## config.mk

```make
export PLATFORM = sky130hd
export DESIGN_NAME = pivot_div_sequencer_flat
export DESIGN_NICKNAME = d
export VERILOG_FILES = /design/src/rtl/pivot_div_sequencer_pkg.sv /design/src/rtl/pivot_div_sequencer_if.sv /design/src/rtl/pivot_div_sequencer_fifo.sv /design/src/rtl/pivot_div_sequencer.sv /design/src/flat_wrapper.sv
export SDC_FILE = /design/constraint.sdc
export NUM_CORES = 1
export LEC_CHECK = 0
export ABC_AREA = 0
export BUFFER_PORTS_ARGS = -buffer_cell sky130_fd_sc_hd__buf_2
export CAP_MARGIN = 30
export CORE_ASPECT_RATIO = 0.75
export CORE_MARGIN = 2
export CORE_UTILIZATION = 45
export DETAILED_ROUTE_END_ITERATION = 12
export PLACE_DENSITY_LB_ADDON = 0.3
export SLEW_MARGIN = 30
export SYNTH_ARGS = -nofsm -noshare
export SYNTH_HDL_FRONTEND = slang
export SYNTH_SLANG_ARGS = --single-unit
export TNS_END_PERCENT = 30
```

## constraint.sdc

```tcl
create_clock -name clk -period 8.6 [get_ports clk]
set_clock_uncertainty 0.05 [all_clocks]
set_input_delay 1.72 -clock clk [delete_from_list [all_inputs] [get_ports clk]]
set_output_delay 1.72 -clock clk [all_outputs]
set_load 0.02 [all_outputs]
```

## src/rtl/pivot_div_sequencer_pkg.sv

```systemverilog
// pivot_div_sequencer_pkg
//   Shared types and constants for the pivot/divider sequencer slice:
//   - seq_state_t : sequencer FSM states
//   - F32_ZERO_MAG / F32_POS_INF : float32 magnitude-zero mask and +inf
//   - ptr_width() : FIFO pointer width for a given depth
package pivot_div_sequencer_pkg;

    typedef enum logic [1:0] {
        ST_IDLE,
        ST_SEND,
        ST_WAIT_Z,
        ST_OUT
    } seq_state_t;

    localparam logic [30:0] F32_ZERO_MAG = 31'h0;
    localparam logic [31:0] F32_POS_INF  = 32'h7f80_0000;

    function automatic int unsigned ptr_width(input int unsigned depth);
        return (depth > 1) ? $clog2(depth) : 1;
    endfunction

endpackage

```

## src/rtl/pivot_div_sequencer_if.sv

```systemverilog
// pivot_div_sequencer_if
//   Operand/result handshake bundle between the sequencer and the float32
//   divider wrapper. Transfers occur on cycles with stb=1 and ack=1.
//   master (sequencer): drives div_a/div_a_stb, div_b/div_b_stb, div_z_ack
//   slave  (divider)  : drives div_a_ack, div_b_ack, div_z/div_z_stb
interface pivot_div_sequencer_if;

    logic [31:0] div_a;
    logic        div_a_stb;
    logic        div_a_ack;
    logic [31:0] div_b;
    logic        div_b_stb;
    logic        div_b_ack;
    logic [31:0] div_z;
    logic        div_z_stb;
    logic        div_z_ack;

    modport master (
        output div_a, div_a_stb, input div_a_ack,
        output div_b, div_b_stb, input div_b_ack,
        input  div_z, div_z_stb, output div_z_ack
    );

    modport slave (
        input  div_a, div_a_stb, output div_a_ack,
        input  div_b, div_b_stb, output div_b_ack,
        output div_z, div_z_stb, input div_z_ack
    );

endinterface

```

## src/rtl/pivot_div_sequencer_fifo.sv

```systemverilog
// sync_fifo
//   Single-clock FIFO, DEPTH a power of two, pointers wrap modulo DEPTH.
//   Ports: clk, rst (async active-low), push/wr_data, pop/rd_data (head,
//   valid while !empty), full, empty, count (0..DEPTH).
//   Caller guarantees no push when full and no pop when empty.
module sync_fifo
    import pivot_div_sequencer_pkg::*;
#(
    parameter  int unsigned WIDTH = 48,
    parameter  int unsigned DEPTH = 8,
    localparam int unsigned PTR_W = ptr_width(DEPTH),
    localparam int unsigned CNT_W = PTR_W + 1
) (
    input  logic             clk,
    input  logic             rst,
    input  logic             push,
    input  logic [WIDTH-1:0] wr_data,
    input  logic             pop,
    output logic [WIDTH-1:0] rd_data,
    output logic             full,
    output logic             empty,
    output logic [CNT_W-1:0] count
);

    logic [WIDTH-1:0] mem [DEPTH];
    logic [PTR_W-1:0] wr_ptr;
    logic [PTR_W-1:0] rd_ptr;

    assign rd_data = mem[rd_ptr];
    assign full    = (count == CNT_W'(DEPTH));
    assign empty   = (count == '0);

    always_ff @(posedge clk) begin
        if (push) begin
            mem[wr_ptr] <= wr_data;
        end
    end

    always_ff @(posedge clk or negedge rst) begin
        if (!rst) begin
            wr_ptr <= '0;
            rd_ptr <= '0;
            count  <= '0;
        end else begin
            if (push) begin
                wr_ptr <= wr_ptr + 1'b1;
            end
            if (pop) begin
                rd_ptr <= rd_ptr + 1'b1;
            end
            case ({push, pop})
                2'b10:   count <= count + 1'b1;
                2'b01:   count <= count - 1'b1;
                default: ;
            endcase
        end
    end

endmodule

```

## src/rtl/pivot_div_sequencer.sv

```systemverilog
// pivot_div_sequencer
//   Holds one float32 pivot, queues indexed numerators, issues each
//   (numerator, pivot) pair to the divider and re-emits the quotient with
//   its index. One divide in flight, so results leave in FIFO order.
//   Ports:
//     clk, rst (async active-low)
//     pivot_data/pivot_valid/pivot_ready : pivot load (only when idle+empty)
//     pivot_zero                         : loaded pivot is +/-0
//     num_data/num_idx/num_valid/num_ready : numerator stream into FIFO
//     div (master)                       : divider operand/result handshakes
//     q_data/q_idx/q_valid/q_ready       : quotient stream out
//     busy                               : FSM active or FIFO non-empty
module pivot_div_sequencer
    import pivot_div_sequencer_pkg::*;
#(
    parameter int unsigned IDX_W = 16,
    parameter int unsigned DEPTH = 8
) (
    input  logic                  clk,
    input  logic                  rst,
    input  logic [31:0]           pivot_data,
    input  logic                  pivot_valid,
    output logic                  pivot_ready,
    output logic                  pivot_zero,
    input  logic [31:0]           num_data,
    input  logic [IDX_W-1:0]      num_idx,
    input  logic                  num_valid,
    output logic                  num_ready,
    pivot_div_sequencer_if.master div,
    output logic [31:0]           q_data,
    output logic [IDX_W-1:0]      q_idx,
    output logic                  q_valid,
    input  logic                  q_ready,
    output logic                  busy
);

    localparam int unsigned ENT_W = 32 + IDX_W;
    localparam int unsigned CNT_W = ptr_width(DEPTH) + 1;

    seq_state_t       state;
    seq_state_t       state_nxt;
    logic [31:0]      pivot_q;
    logic             pivot_loaded;
    logic [31:0]      opnd_data;
    logic [IDX_W-1:0] opnd_idx;
    logic             a_done;
    logic             b_done;
    logic             a_fire;
    logic             b_fire;
    logic             z_fire;
    logic             push;
    logic             pop;
    logic             can_issue;
    logic             pivot_fire;
    logic             fifo_full;
    logic             fifo_empty;
    logic [CNT_W-1:0] fifo_count;
    logic [ENT_W-1:0] fifo_head;

    sync_fifo #(
        .WIDTH (ENT_W),
        .DEPTH (DEPTH)
    ) u_fifo (
        .clk     (clk),
        .rst     (rst),
        .push    (push),
        .wr_data ({num_data, num_idx}),
        .pop     (pop),
        .rd_data (fifo_head),
        .full    (fifo_full),
        .empty   (fifo_empty),
        .count   (fifo_count)
    );

    assign num_ready  = ~fifo_full;
    assign push       = num_valid & ~fifo_full;
    assign can_issue  = pivot_loaded & ~fifo_empty;
    assign pivot_fire = pivot_valid & pivot_ready;
    assign a_fire     = div.div_a_stb & div.div_a_ack;
    assign b_fire     = div.div_b_stb & div.div_b_ack;
    assign z_fire     = div.div_z_stb & div.div_z_ack;
    assign div.div_a  = opnd_data;
    assign div.div_b  = pivot_q;

    // State register
    always_ff @(posedge clk or negedge rst) begin
        if (!rst) begin
            state <= ST_IDLE;
        end else begin
            state <= state_nxt;
        end
    end

    // Next-state logic
    always_comb begin
        state_nxt = state;
        case (state)
            ST_IDLE:   if (can_issue) state_nxt = ST_SEND;
            // Each port may finish on an earlier cycle or on this one.
            ST_SEND:   if ((a_done | a_fire) && (b_done | b_fire)) state_nxt = ST_WAIT_Z;
            ST_WAIT_Z: if (div.div_z_stb) state_nxt = ST_OUT;
            ST_OUT:    if (q_ready) state_nxt = can_issue ? ST_SEND : ST_IDLE;
            default:   state_nxt = ST_IDLE;
        endcase
    end

    // Output logic
    always_comb begin
        div.div_a_stb = 1'b0;
        div.div_b_stb = 1'b0;
        div.div_z_ack = 1'b0;
        q_valid       = 1'b0;
        pivot_ready   = 1'b0;
        pop           = 1'b0;
        busy          = (state != ST_IDLE) || (fifo_count != '0);
        case (state)
            ST_IDLE: begin
                pivot_ready = fifo_empty;
                pop         = can_issue;
            end
            ST_SEND: begin
                div.div_a_stb = ~a_done;
                div.div_b_stb = ~b_done;
            end
            ST_WAIT_Z: div.div_z_ack = 1'b1;
            ST_OUT: begin
                q_valid = 1'b1;
                // Pop alongside acceptance so the next divide issues back-to-back.
                pop     = can_issue & q_ready;
            end
            default: ;
        endcase
    end

    // Datapath registers
    always_ff @(posedge clk or negedge rst) begin
        if (!rst) begin
            pivot_q      <= '0;
            pivot_loaded <= 1'b0;
            pivot_zero   <= 1'b0;
            opnd_data    <= '0;
            opnd_idx     <= '0;
            a_done       <= 1'b0;
            b_done       <= 1'b0;
            q_data       <= '0;
            q_idx        <= '0;
        end else begin
            if (pivot_fire) begin
                pivot_q      <= pivot_data;
                pivot_loaded <= 1'b1;
                pivot_zero   <= (pivot_data[30:0] == F32_ZERO_MAG);
            end
            if (pop) begin
                {opnd_data, opnd_idx} <= fifo_head;
                a_done                <= 1'b0;
                b_done                <= 1'b0;
            end else begin
                if (a_fire) a_done <= 1'b1;
                if (b_fire) b_done <= 1'b1;
            end
            if (z_fire) begin
                q_data <= div.div_z;
                q_idx  <= opnd_idx;
            end
        end
    end

endmodule

```

## src/flat_wrapper.sv

```systemverilog
// flat-port wrapper written by rule: the top's interface ports become plain ports
module pivot_div_sequencer_flat import pivot_div_sequencer_pkg::*;
#(
    parameter int unsigned IDX_W = 16,
    parameter int unsigned DEPTH = 8
)
  (clk, rst, pivot_data, pivot_valid, pivot_ready, pivot_zero, num_data, num_idx, num_valid, num_ready, q_data, q_idx, q_valid, q_ready, busy, div_div_a, div_div_a_stb, div_div_a_ack, div_div_b, div_div_b_stb, div_div_b_ack, div_div_z, div_div_z_stb, div_div_z_ack);
  pivot_div_sequencer_if div_i ();
  input  logic clk;
  input  logic rst;
  input  logic [31:0] pivot_data;
  input  logic pivot_valid;
  output logic pivot_ready;
  output logic pivot_zero;
  input  logic [31:0] num_data;
  input  logic [IDX_W-1:0] num_idx;
  input  logic num_valid;
  output logic num_ready;
  output logic [31:0] q_data;
  output logic [IDX_W-1:0] q_idx;
  output logic q_valid;
  input  logic q_ready;
  output logic busy;
  output wire logic [$bits(div_i.div_a)-1:0] div_div_a;
  output wire logic [$bits(div_i.div_a_stb)-1:0] div_div_a_stb;
  input wire logic [$bits(div_i.div_a_ack)-1:0] div_div_a_ack;
  output wire logic [$bits(div_i.div_b)-1:0] div_div_b;
  output wire logic [$bits(div_i.div_b_stb)-1:0] div_div_b_stb;
  input wire logic [$bits(div_i.div_b_ack)-1:0] div_div_b_ack;
  input wire logic [$bits(div_i.div_z)-1:0] div_div_z;
  input wire logic [$bits(div_i.div_z_stb)-1:0] div_div_z_stb;
  output wire logic [$bits(div_i.div_z_ack)-1:0] div_div_z_ack;
  assign div_div_a = div_i.div_a;
  assign div_div_a_stb = div_i.div_a_stb;
  assign div_i.div_a_ack = div_div_a_ack;
  assign div_div_b = div_i.div_b;
  assign div_div_b_stb = div_i.div_b_stb;
  assign div_i.div_b_ack = div_div_b_ack;
  assign div_i.div_z = div_div_z;
  assign div_i.div_z_stb = div_div_z_stb;
  assign div_div_z_ack = div_i.div_z_ack;
  pivot_div_sequencer #(.IDX_W(IDX_W), .DEPTH(DEPTH)) u_core (.clk(clk), .rst(rst), .pivot_data(pivot_data), .pivot_valid(pivot_valid), .pivot_ready(pivot_ready), .pivot_zero(pivot_zero), .num_data(num_data), .num_idx(num_idx), .num_valid(num_valid), .num_ready(num_ready), .div(div_i), .q_data(q_data), .q_idx(q_idx), .q_valid(q_valid), .q_ready(q_ready), .busy(busy));
endmodule
```

# After elaboration in Yosys (flattened, before gate mapping)
# Memories as Yosys holds them, arrays and structs flattened. A register that Yosys moved wholly into a read port is not among the register bits.
# Index checks and enable logic that the tools add are counted.
totals:
  input_bits: 120
  regBits: 96
  mem_bits_rw: 384
  output_inout_bits: 120
  elab_cells: 70
  memories: 1
classes:
  bitwise_logic: 13
  n_eq_ne: 10
  add_sub_neg: 4
  mux: 19
  n_reduce_logical: 12
memory_table:
  columns: ["memory", "depth", "width", "rd", "rd_ports_with_merged_regs", "wr", "line", "rtl"]
  rows:
  - ["u_core.u_fifo.mem", 8, 48, 1, 1, 1, "pivot_div_sequencer_fifo.sv:25", "logic [WIDTH-1:0] mem [DEPTH];"]
ops:
  columns: ["op", "count"]
  rows:
  - ["$logic_not A31 Y1", 1]
  - ["$mux W1", 12]
  - ["$mux W2", 4]
  - ["$pmux W2 S4", 1]
  - ["$pmux W4 S2", 1]
  - ["$reduce_bool A2 Y1", 4]
  - ["$and A1 B1 Y1", 7]
  - ["$add A3 B1 Y3 const B", 2]
  - ["$eq A2 B2 Y1 const B", 3]
  - ["$add A4 B1 Y4 const B", 1]
  - ["$eq A2 B1 Y1 const B", 2]
  - ["$eq A4 B4 Y1 const B", 1]
  - ["$logic_not A4 Y1", 1]
  - ["$ne A2 B1 Y1 const B", 2]
  - ["$ne A2 B2 Y1 const B", 2]
  - ["$not A1 Y1", 4]
  - ["$reduce_and A4 Y1", 1]
  - ["$reduce_bool A4 Y1", 1]
  - ["$sub A4 B1 Y4 const B", 1]
  - ["$logic_not A2 Y1", 1]
  - ["$or A1 B1 Y1", 2]
  - ["$pmux W1 S2", 1]
  - ["$logic_and A1 B1 Y1", 1]
  - ["$logic_not A1 Y1", 1]
  - ["$logic_or A1 B1 Y1", 1]

# Depth between registers and ports, before layout
# Gate-level depths: netlist of run 1.
logic_depth:
  ltp_word: 7
  mapped_depth: 13
  ltp_nobuf: 11

# Hierarchy
# From an unflattened synthesis of run 1, not the netlist that was laid out.
unflattened:
  hier_cells: 932
  hier_area_um2: 20317.0
by_module_without_submodules:
  columns: ["mod", "seq_area_each_um2", "instances", "area_per_inst_um2", "cells_per_inst"]
  rows:
  - ["sync_fifo", 11781.3, 1, 15112.0, 609]
  - ["pivot_div_sequencer", 3353.2, 1, 5205.0, 323]

# Worst setup path after synthesis of run 1
# Ideal clock, no wire load.
synth_timing:
  path_type: "input port to flip-flop"
  start: "in num_valid"
  end: "mem u_core.u_fifo.mem[0][0] (enable)"
  cell_stages: 3
  path_buffers: 0
  arrival_time_ps: 5425
  slack_ps: 2612
  path_cell_list: "nand2_1 -> or2_2 -> nor3_1"
synth_via:
  elab_chain_cells: 3
synth_lines:
  columns: ["element", "line", "rtl"]
  rows:
  - ["start: declaration", "flat_wrapper.sv:17", "input logic num_valid;"]
  - ["$and A1 B1 Y1", "pivot_div_sequencer.sv:76", "assign push = num_valid & ~fifo_full;"]
  - ["$mux W1", "pivot_div_sequencer_fifo.sv:34", "if (push) begin"]
  - ["$mux W1 (not written as such)", "pivot_div_sequencer_fifo.sv:35", "mem[wr_ptr] <= wr_data;"]
  - ["end: declaration", "pivot_div_sequencer_fifo.sv:25", null]
# No other way between the ends.

# Final worst setup path of run 1
layout_timing:
  start: "reg u_core.u_fifo.count[1]"
  end: "out num_ready"
layout_via:
  elab_chain_cells: 2
layout_lines:
  columns: ["element", "line", "rtl"]
  rows:
  - ["start: declaration", "pivot_div_sequencer_fifo.sv:22", "output logic [CNT_W-1:0] count"]
  - ["start signal: assignment", "pivot_div_sequencer_fifo.sv:52", "2'b10: count <= count + 1'b1;"]
  - ["start signal: assignment", "pivot_div_sequencer_fifo.sv:53", "2'b01: count <= count - 1'b1;"]
  - ["$eq A4 B4 Y1", "pivot_div_sequencer_fifo.sv:30", "assign full = (count == CNT_W'(DEPTH));"]
  - ["$not A1 Y1", "pivot_div_sequencer.sv:75", "assign num_ready = ~fifo_full;"]
  - ["end: declaration", "flat_wrapper.sv:18", "output logic num_ready;"]
# No other way between the ends.

==> results of run 1 <==
power by group:
| part | internal (mW) | switching (mW) |
|---|---|---|
| combinational | 1.10 | 1.33 |
| clock | 1.09 | 0.924 |
| sequential | 3.35 | 0.353 |
| total | 5.54 | 2.60 |
synth_stat cells, drive strengths merged (2+ instances only):
cell type	n
mux4	96
clkbuf	11
a2bb2oi	2
inv	5
mux2i	48
nand2	10
dfrtp	144
a21oi	52
xnor2	4
buf	37
nand2b	4
edfxtp	384
nor3	5
nand3	5
nor4	9
nor2b	2
mux2	84
xor2	4
ha	10
nand4	2
nor2	58
worst paths after layout:
path | startpoint | to | cells past startpoint | slack [ns]
worst min-delay path | u_core.pivot_zero | u_core.pivot_zero | 2 | 0.44
worst max-delay path | u_core.u_fifo.count[1] | num_ready | 2 | 4.92
worst min register to register | u_core.pivot_zero | u_core.pivot_zero | 2 | 0.44
min in group asynchronous | rst | u_core.q_data[3] | 1 | 1.18
max in group asynchronous | rst | u_core.div.div_a[26] | 2 | 6.02
worst max register to register | u_core.u_fifo.count[1] | u_core.u_fifo.mem[2][34] | 5 | 5.75
stage by stage:
stage / power, mW / utilization (%) / worst slack [ns] / cells
after floorplan: 5.44 / - / 2.61 / 986
final: 8.14 / 53.7 / 4.92 / 1864
after global placement: 6.17 / 50.1 / 4.54 / 1769
after global routing: 8.59 / 53.7 / 4.83 / 1863
after CTS: 8.28 / 53.6 / 4.89 / 1862
after detailed placement: 6.24 / 50.2 / 4.50 / 1771
registers in the layout (all words and copies together), names as in the netlist, 4 cells and up:
register / flops
u_core.opnd_idx: 16
u_core.u_fifo.count: 4
u_core.div.div_b: 32
u_core.q_data: 32
u_core.u_fifo.mem: 384
u_core.q_idx: 16
u_core.div.div_a: 32
kinds of logic after synthesis:
| group | after synthesis | synth area share [%] |
|---|---|---|
| flip-flops | 528 | 75.4 |
| multiplexers | 228 | 18.0 |
| AND/OR/NAND/NOR | 100 | 2.42 |
| AO/OA/AOI/OAI | 59 | 1.68 |
| buffers and inverters | 53 | 1.50 |
| adder cells (fa/ha/maj) | 10 | 0.623 |
| XOR/XNOR | 8 | 0.349 |
layout by cell type (no fill, tap or decap), types with 3 or more instances in the layout:
master     synthesis  layout
clkinv_1           0       9
clkbuf_8           0       4
nor4_1             8       8
buf_4              4      13
nor2_4             0       6
mux4_2            96      96
edfxtp_1         384     384
clkbuf_16          0      49
inv_6              0       3
nand2_1           10       9
mux2i_1           48      48
nand3_1            4       4
mux2_2            75      75
dfrtp_4            0       3
a21oi_1           52      52
mux2_4             8       8
xor2_1             4       4
ha_1              10      10
xnor2_1            4       4
clkbuf_1          11      12
nor2_1            58      52
nand2b_1           4       4
inv_1              5       5
buf_2             22     238
dfrtp_1          144     141
clkinv_2           0      11
area by class of cell:
type / count / area [µm²]
flip-flops and latches: 528 / 15100
well taps: 578 / 723
fillers: 3450 / 20200
clock inverters: 26 / 155
inverters: 5 / 18.8
multi-input cells: 405 / 4710
diodes: 2 / 5.00
repair buffers: 255 / 1360
clock buffers: 65 / 1330
per-layer routing:
layer  share of wire, %  vias to the layer above  wire (µm)  GRT usage [%]
li1                   -                     4426          -              -
met1                 43                     5174      17500           24.1
met2                 48                      265      19600           28.5
met3                6.5                       61       2620           3.93
met4                2.0                        6        802           4.51
met5              0.094                        -         38              0
critical path, stage by stage (launching register included):
cell and delay, ns:
dfrtp_1 0.52, or4b_4 0.62, buf_2 0.19
==> summary.txt, run 1 <==
Drt
  – TritonRoute pass-1 iters: 5
  – Via Count: 9932
  – Final wirelength: 40500 µm
  – Drt via density: 5.33
  – Initial DRC Count: 688
  – Wire length per cell: 21.7 µm
  – DRC viols: 0
  – Antenna-violating nets left: 0

Run
  – Max Cap Viol: 0

STA
  – Endpoints failing setup: 0
  – Final setup TNS: 0 ns
  – RSZ-0062 raised after global routing: no
  – Worst Max-Slew Pin Slew: 0.855 ns
  – Final worst-path cycle share: 42.8%
  – Max_slew headroom: 43.0%
  – Final hold slack: 0.439 ns
  – Pins Over Slew Limit: 0
  – Crit path time final: 3.68 ns
  – Fmax: 272 MHz
  – Final Hold Violating Endpoints: 0

Global route
  – Antenna violations before repair: 5
  – Largest net degree at the start of global routing: 87
  – Grt total ovfl: 0
  – Total GRT Usage: 17.5%
  – Vias in the first global route: 10256
  – Global-route wire length before repair: 61500 µm

Worst setup path
  – Critical path peak fanout: 8
  – CP Capture Type: output pin
  – Startpoint Class: flop
  – Worst Path Required: 6.83 ns
  – Arrival time worst endpoint: 1.91 ns
  – CP Class: flop to output pin

Clock network
  – CTS resizes: 0
  – H-Tree Depth: 2
  – Root Driver: clkbuf_16
  – Clock latency on the worst-skew pair: 0.59 ns
  – Reg clk slew, reported paths: 0.06 ns
  – Count of clock tree sinks: 528
  – Bufs on Longest Clock Path: 3
  – Post-CTS Setup Bufs: 0
  – CTS buffer count: 49
  – Hold_buf cts: 0
  – CTS tree: done

Floorplanning
  – Area of the core: 43700 µm²
  – # IOs: 240
  – Die height: 187 µm
  – Die width: 248 µm
  – Row cnt: 66
  – Die Footprint: 46300 µm²
  – Initial Util: 46.0%

Synth
  – Number of distinct library cells after synthesis: 39
  – Post-synth EDFFs: 384
  – Ys async rst share: 27.3%
  – Net Count, Synth: 1116
  – Area share of the largest cell type after synthesis: 57.4%
  – Post-Synthesis Cells: 986
  – Syn Area/Cell: 20.4 µm²
  – Synth area leader: edfxtp_1
  – Yosys warning total: 0
  – Area contributors post-synth: edfxtp_1 (57%), dfrtp_1 (18%), mux4_2 (11%)
  – Post-synthesis sequential area ratio: 75.4%
  – FF+latch count, synth: 528
  – Top_reg_cell synth: edfxtp_1
  – Post-synthesis cell area: 20100 µm²

Layout
  – Finished Cell Area: 23400 µm²
  – Area Growth Syn to Fin: 16.8%
  – NumNets Final: 1374
  – Share of layout cells above drive strength 1: 40.7%

Placed design
  – Area after DPL: 21900 µm²
  – Port Buffer Count: 239
  – RePlAce Congestion: 0.748
  – DP HPWL: 24300 µm

Pwr
  – Maximum vdd drop: 0.204 mV
  – Leak: 8.56 nW
  – Power per standard cell area: 347 nW/µm²

Min path
  – Hold Crit Class: flop to flop

Status
  – Status: finished clean
No activity file was read; power rests on OpenSTA's default activity.
==> inputs of run 2 (changes only) <==
--- a/config.mk
+++ b/config.mk
@@ -5,7 +5,7 @@
 export SDC_FILE = /design/constraint.sdc
 export NUM_CORES = 1
 export LEC_CHECK = 0
-export ABC_AREA = 0
+export ABC_AREA = 1
 export BUFFER_PORTS_ARGS = -buffer_cell sky130_fd_sc_hd__buf_2
 export CAP_MARGIN = 30
 export CORE_ASPECT_RATIO = 0.75
==> constraint.sdc (replaced) <==
create_clock -name clk -period 3.8 [get_ports clk]
set_clock_uncertainty 0.05 [all_clocks]
set_input_delay 0.76 -clock clk [delete_from_list [all_inputs] [get_ports clk]]
set_output_delay 0.76 -clock clk [all_outputs]
set_load 0.02 [all_outputs]
==> run 2 against run 1 <==
- die area is 6.5% higher
- global-route usage up 2.5 points
- area after synthesis grew 6.6%
- combinational power rose to 2.9 times the previous value
- first-iteration DRC count rose by 73%
- worst setup slack got worse by 3.8 ns
- sequential share of layout area decreased by 3.9 points
- sequential power grew 120%
- synthesized cell count up 91%
==> summary.txt, run 2 <==
Status
  – Status: finished clean (unchanged)

Layout
  – Multi-input logic area: 5410 µm² (was 4710 µm²)
  – Share of layout cells above drive strength 1: 20.4% (was 40.7%)
  – Seq. cell area: 15100 µm² (about the same)
  – Biggest register: u_core.u_fifo.mem (unchanged)
  – Final non-filler cell total: 2790 (was 1864)
  – NumNets Final: 2236 (was 1374)
  – Most frequent cells in the layout: nand2_1 (683), edfxtp_1 (384), buf_2 (238), nand3_1 (203), dfrtp_1 (141) (was edfxtp_1 (384), buf_2 (238), dfrtp_1 (141), mux4_2 (96), mux2_2 (75))
  – Area Growth Syn to Fin: 16.5% (was 16.8%)
  – Max FFs per register: 384 (unchanged)
  – Finished Cell Area: 24900 µm² (was 23400 µm²)
  – Filler Cell Count: 4081 (was 3450)
  – Final core utilization: 52.9% (was 53.7%)
  – Commonest non-fill, non-tap cell in the layout: nand2_1 (was edfxtp_1)

Global route
  – Largest net degree at the start of global routing: 242 (was 87)
  – Total GRT Usage: 20.0% (was 17.5%)
  – Vias in the first global route: 13417 (was 10256)
  – Grt total ovfl: 0 (unchanged)
  – Antenna violations before repair: 6 (was 5)
  – Global-route wire length before repair: 76500 µm (was 61500 µm)

STA
  – Final worst-path cycle share: 71.6%
  – Pins Over Slew Limit: 0 (unchanged)
  – Max_slew headroom: 40.8% (was 43.0%)
  – Endpoints failing setup: 0 (unchanged)
  – Worst Max-Slew Pin Slew: 0.888 ns (was 0.855 ns)
  – RSZ-0062 raised after global routing: no (unchanged)
  – Crit path time final: 2.72 ns
  – Final setup TNS: 0 ns (unchanged)
  – Fmax: 368 MHz
  – Final Hold Violating Endpoints: 0 (unchanged)

Worst setup path
  – Startpoint Class: flop (unchanged)
  – Slowest CP cell: dfrtp_1 (was or4b_4)
  – CP delay by family, top: adder cells (was simple AND/OR/NAND/NOR gates)
  – Worst Path Required: 4.25 ns (was 6.83 ns)
  – CP Class: flop to flop (was flop to output pin)
  – Crit-path cells: inv_1 > ha_1 > inv_1 > nand4_4 > inv_4 > ha_1 > xor2_1 > ha_1 > a21oi_1 > xor2_1 > o21ai_0 (was or4b_4 > buf_2)
  – Buffers and inverters on the worst path: 3 (was 1)
  – Worst reg2reg startpoint: u_core.state[0] (was u_core.u_fifo.count[1])
  – Cell with the most instances on the worst path: ha_1
  – R2r setup slk: 1.08 ns (was 5.75 ns)
  – CP Capture Type: flop (was output pin)
  – Slowest stage delay, CP: 0.41 ns (was 0.62 ns)
  – Arrival time worst endpoint: 3.17 ns (was 1.91 ns)
  – FF-to-FF path depth: 11 (was 5)
  – RR Endpoint: u_core.u_fifo.count[2] (was u_core.u_fifo.mem[2][34])
  – Critical path peak fanout: 31 (was 8)

Floorplanning
  – Area of the core: 47100 µm² (was 43700 µm²)
  – Row cnt: 69 (was 66)
  – Initial Util: 45.4% (was 46.0%)
  – Die width: 256 µm (was 248 µm)
  – Die Footprint: 49300 µm² (was 46300 µm²)
  – Die height: 193 µm (was 187 µm)
  – # IOs: 240 (unchanged)

Drt
  – Via Count: 13926 (was 9932)
  – Drt via density: 4.99 (was 5.33)
  – Max Used Layer: met5 (unchanged)
  – Metal3 WL: 2700 µm (was 2620 µm)
  – Met2 WL: 22900 µm (was 19600 µm)
  – DRC viols: 0 (unchanged)
  – Wire length per cell: 18.0 µm (was 21.7 µm)
  – Final wirelength: 50200 µm (was 40500 µm)
  – Antenna-violating nets left: 0 (unchanged)
  – TritonRoute pass-1 iters: 5 (unchanged)
  – Post-Route M1 WL: 23500 µm (was 17500 µm)
  – Initial DRC Count: 1190 (was 688)

Clock network
  – H-Tree Depth: 2 (unchanged)
  – Clock latency on the worst-skew pair: 0.61 ns (was 0.59 ns)
  – Reg clk slew, reported paths: 0.07 ns (was 0.06 ns)
  – CTS tree: done (unchanged)
  – CTS buffer count: 51 (was 49)
  – CTS resizes: 0 (unchanged)
  – Count of clock tree sinks: 528 (unchanged)
  – Hold_buf cts: 0 (unchanged)
  – Bufs on Longest Clock Path: 3 (unchanged)
  – Post-CTS Setup Bufs: 0 (unchanged)
  – Root Driver: clkbuf_16 (unchanged)

Placed design
  – RePlAce Congestion: 0.789 (was 0.748)
  – Port Buffer Count: 239 (unchanged)
  – Placed cells: 2691 (was 1771)
  – DP HPWL: 28800 µm (was 24300 µm)
  – Area after DPL: 23300 µm² (was 21900 µm²)

Pwr
  – Power per standard cell area: 812 nW/µm² (was 347 nW/µm²)
  – Final Power: 20.3 mW (was 8.14 mW)
  – Maximum vdd drop: 0.547 mV (was 0.204 mV)
  – Leak: 10.7 nW (was 8.56 nW)

Synth
  – Area share of the largest cell type after synthesis: 53.9% (was 57.4%)
  – Post-synthesis sequential area ratio: 70.7% (was 75.4%)
  – Ys async rst share: 27.3% (unchanged)
  – Syn Area/Cell: 11.3 µm² (was 20.4 µm²)
  – Yosys warning total: 0 (unchanged)
  – Area contributors post-synth: edfxtp_1 (54%), dfrtp_1 (17%), nand2_1 (12%) (was edfxtp_1 (57%), dfrtp_1 (18%), mux4_2 (11%))
  – Top-count cell post-synth: nand2_1 (was edfxtp_1)
  – FF+latch count, synth: 528 (unchanged)
  – Top_reg_cell synth: edfxtp_1 (unchanged)
  – Net Count, Synth: 2016 (was 1116)
  – Post-synthesis cell area: 21400 µm² (was 20100 µm²)
  – Top post-synthesis cells by count: nand2_1 (684), edfxtp_1 (384), nand3_1 (203), dfrtp_1 (144), nor2_1 (101) (was edfxtp_1 (384), dfrtp_1 (144), mux4_2 (96), mux2_2 (75), nor2_1 (58))
  – Number of distinct library cells after synthesis: 28 (was 39)
  – Post-Synthesis Cells: 1886 (was 986)
  – Post-synth EDFFs: 384 (unchanged)
  – Synth area leader: edfxtp_1 (unchanged)

Run
  – Max Cap Viol: 0 (unchanged)

Min path
  – Hold Crit Class: input pin to async pin (was flop to flop)
[run 2: cell types whose count changed in the layout (fill, tap and decap cells not counted), sizes merged, moves of 7 or more]
cell    change
nand2     +676
nand3     +199
o211ai     +13
inv        +95
mux4       -96
a21oi      -48
nor2       +45
mux2       -36
mux2i      -48
o21ai      +47
buf         +7
nor4        -9
or2        +36
[run 2: per-layer routing]
layer  track usage [%]  vias to the layer above
li1                  -                     6725
met1              28.9                     6780
met2              31.0                      341
met3              3.68                       76
met4              6.43                        4
met5                 0                        -
[run 2: cell families (layout without fill, tap and decap cells)]
| logic type | count (synthesis) | count (layout) | share of synthesized area [%] |
|---|---|---|---|
| AOI/OAI and AO/OA | 64 | 64 | 1.65 |
| xor gates and xnor gates | 6 | 6 | 0.246 |
| adders and majority gates | 10 | 10 | 0.585 |
| buffers and inverters | 198 | 460 | 4.29 |
| DFF | 528 | 528 | 70.7 |
| muxes | 48 | 48 | 2.53 |
| other | 0 | 3 | 0 |
| and+or+nand+nor | 1032 | 1032 | 20.0 |
[run 2: worst max path at each step]
stage / start / cells after the start / slack (ns) / end
floorplan: num_valid / 3 / 0.12 / u_core.u_fifo.mem[0][0]
global placement: q_ready / 11 / 1.13 / u_core.u_fifo.count[2]
detailed placement: q_ready / 11 / 1.06 / u_core.u_fifo.count[2]
CTS: u_core.state[0] / 11 / 1.09 / u_core.u_fifo.count[2]
global route: u_core.state[0] / 11 / 0.91 / u_core.u_fifo.count[2]
finish: u_core.state[0] / 11 / 1.08 / u_core.u_fifo.count[2]
[run 2: per-stage QoR]
step,hold WS [ns],worst slack (ns)
final,0.156,1.08
after global routing,0.190,0.914
after CTS,0.156,1.09
after detailed placement,0.411,1.06
after global placement,0.410,1.13
after floorplan,0.395,0.122
[run 2: final cells by class]
class	instances	area share, %
Sequential cell	528	60.7
Tap cell	639	3.21
Timing Repair Buffer	262	6.15
Multi-Input combinational cell	1160	21.7
Clock inverter	27	1.18
Inverter	103	1.59
Clock buffer	68	5.41
Antenna cell	3	0.0301
[run 2: power breakdown]
group	internal, mW	switching (mW)	total (mW)
clock network	2.85	2.16	5.02
logic	2.25	4.87	7.12
registers	7.57	0.551	8.12
total	12.7	7.59	20.3
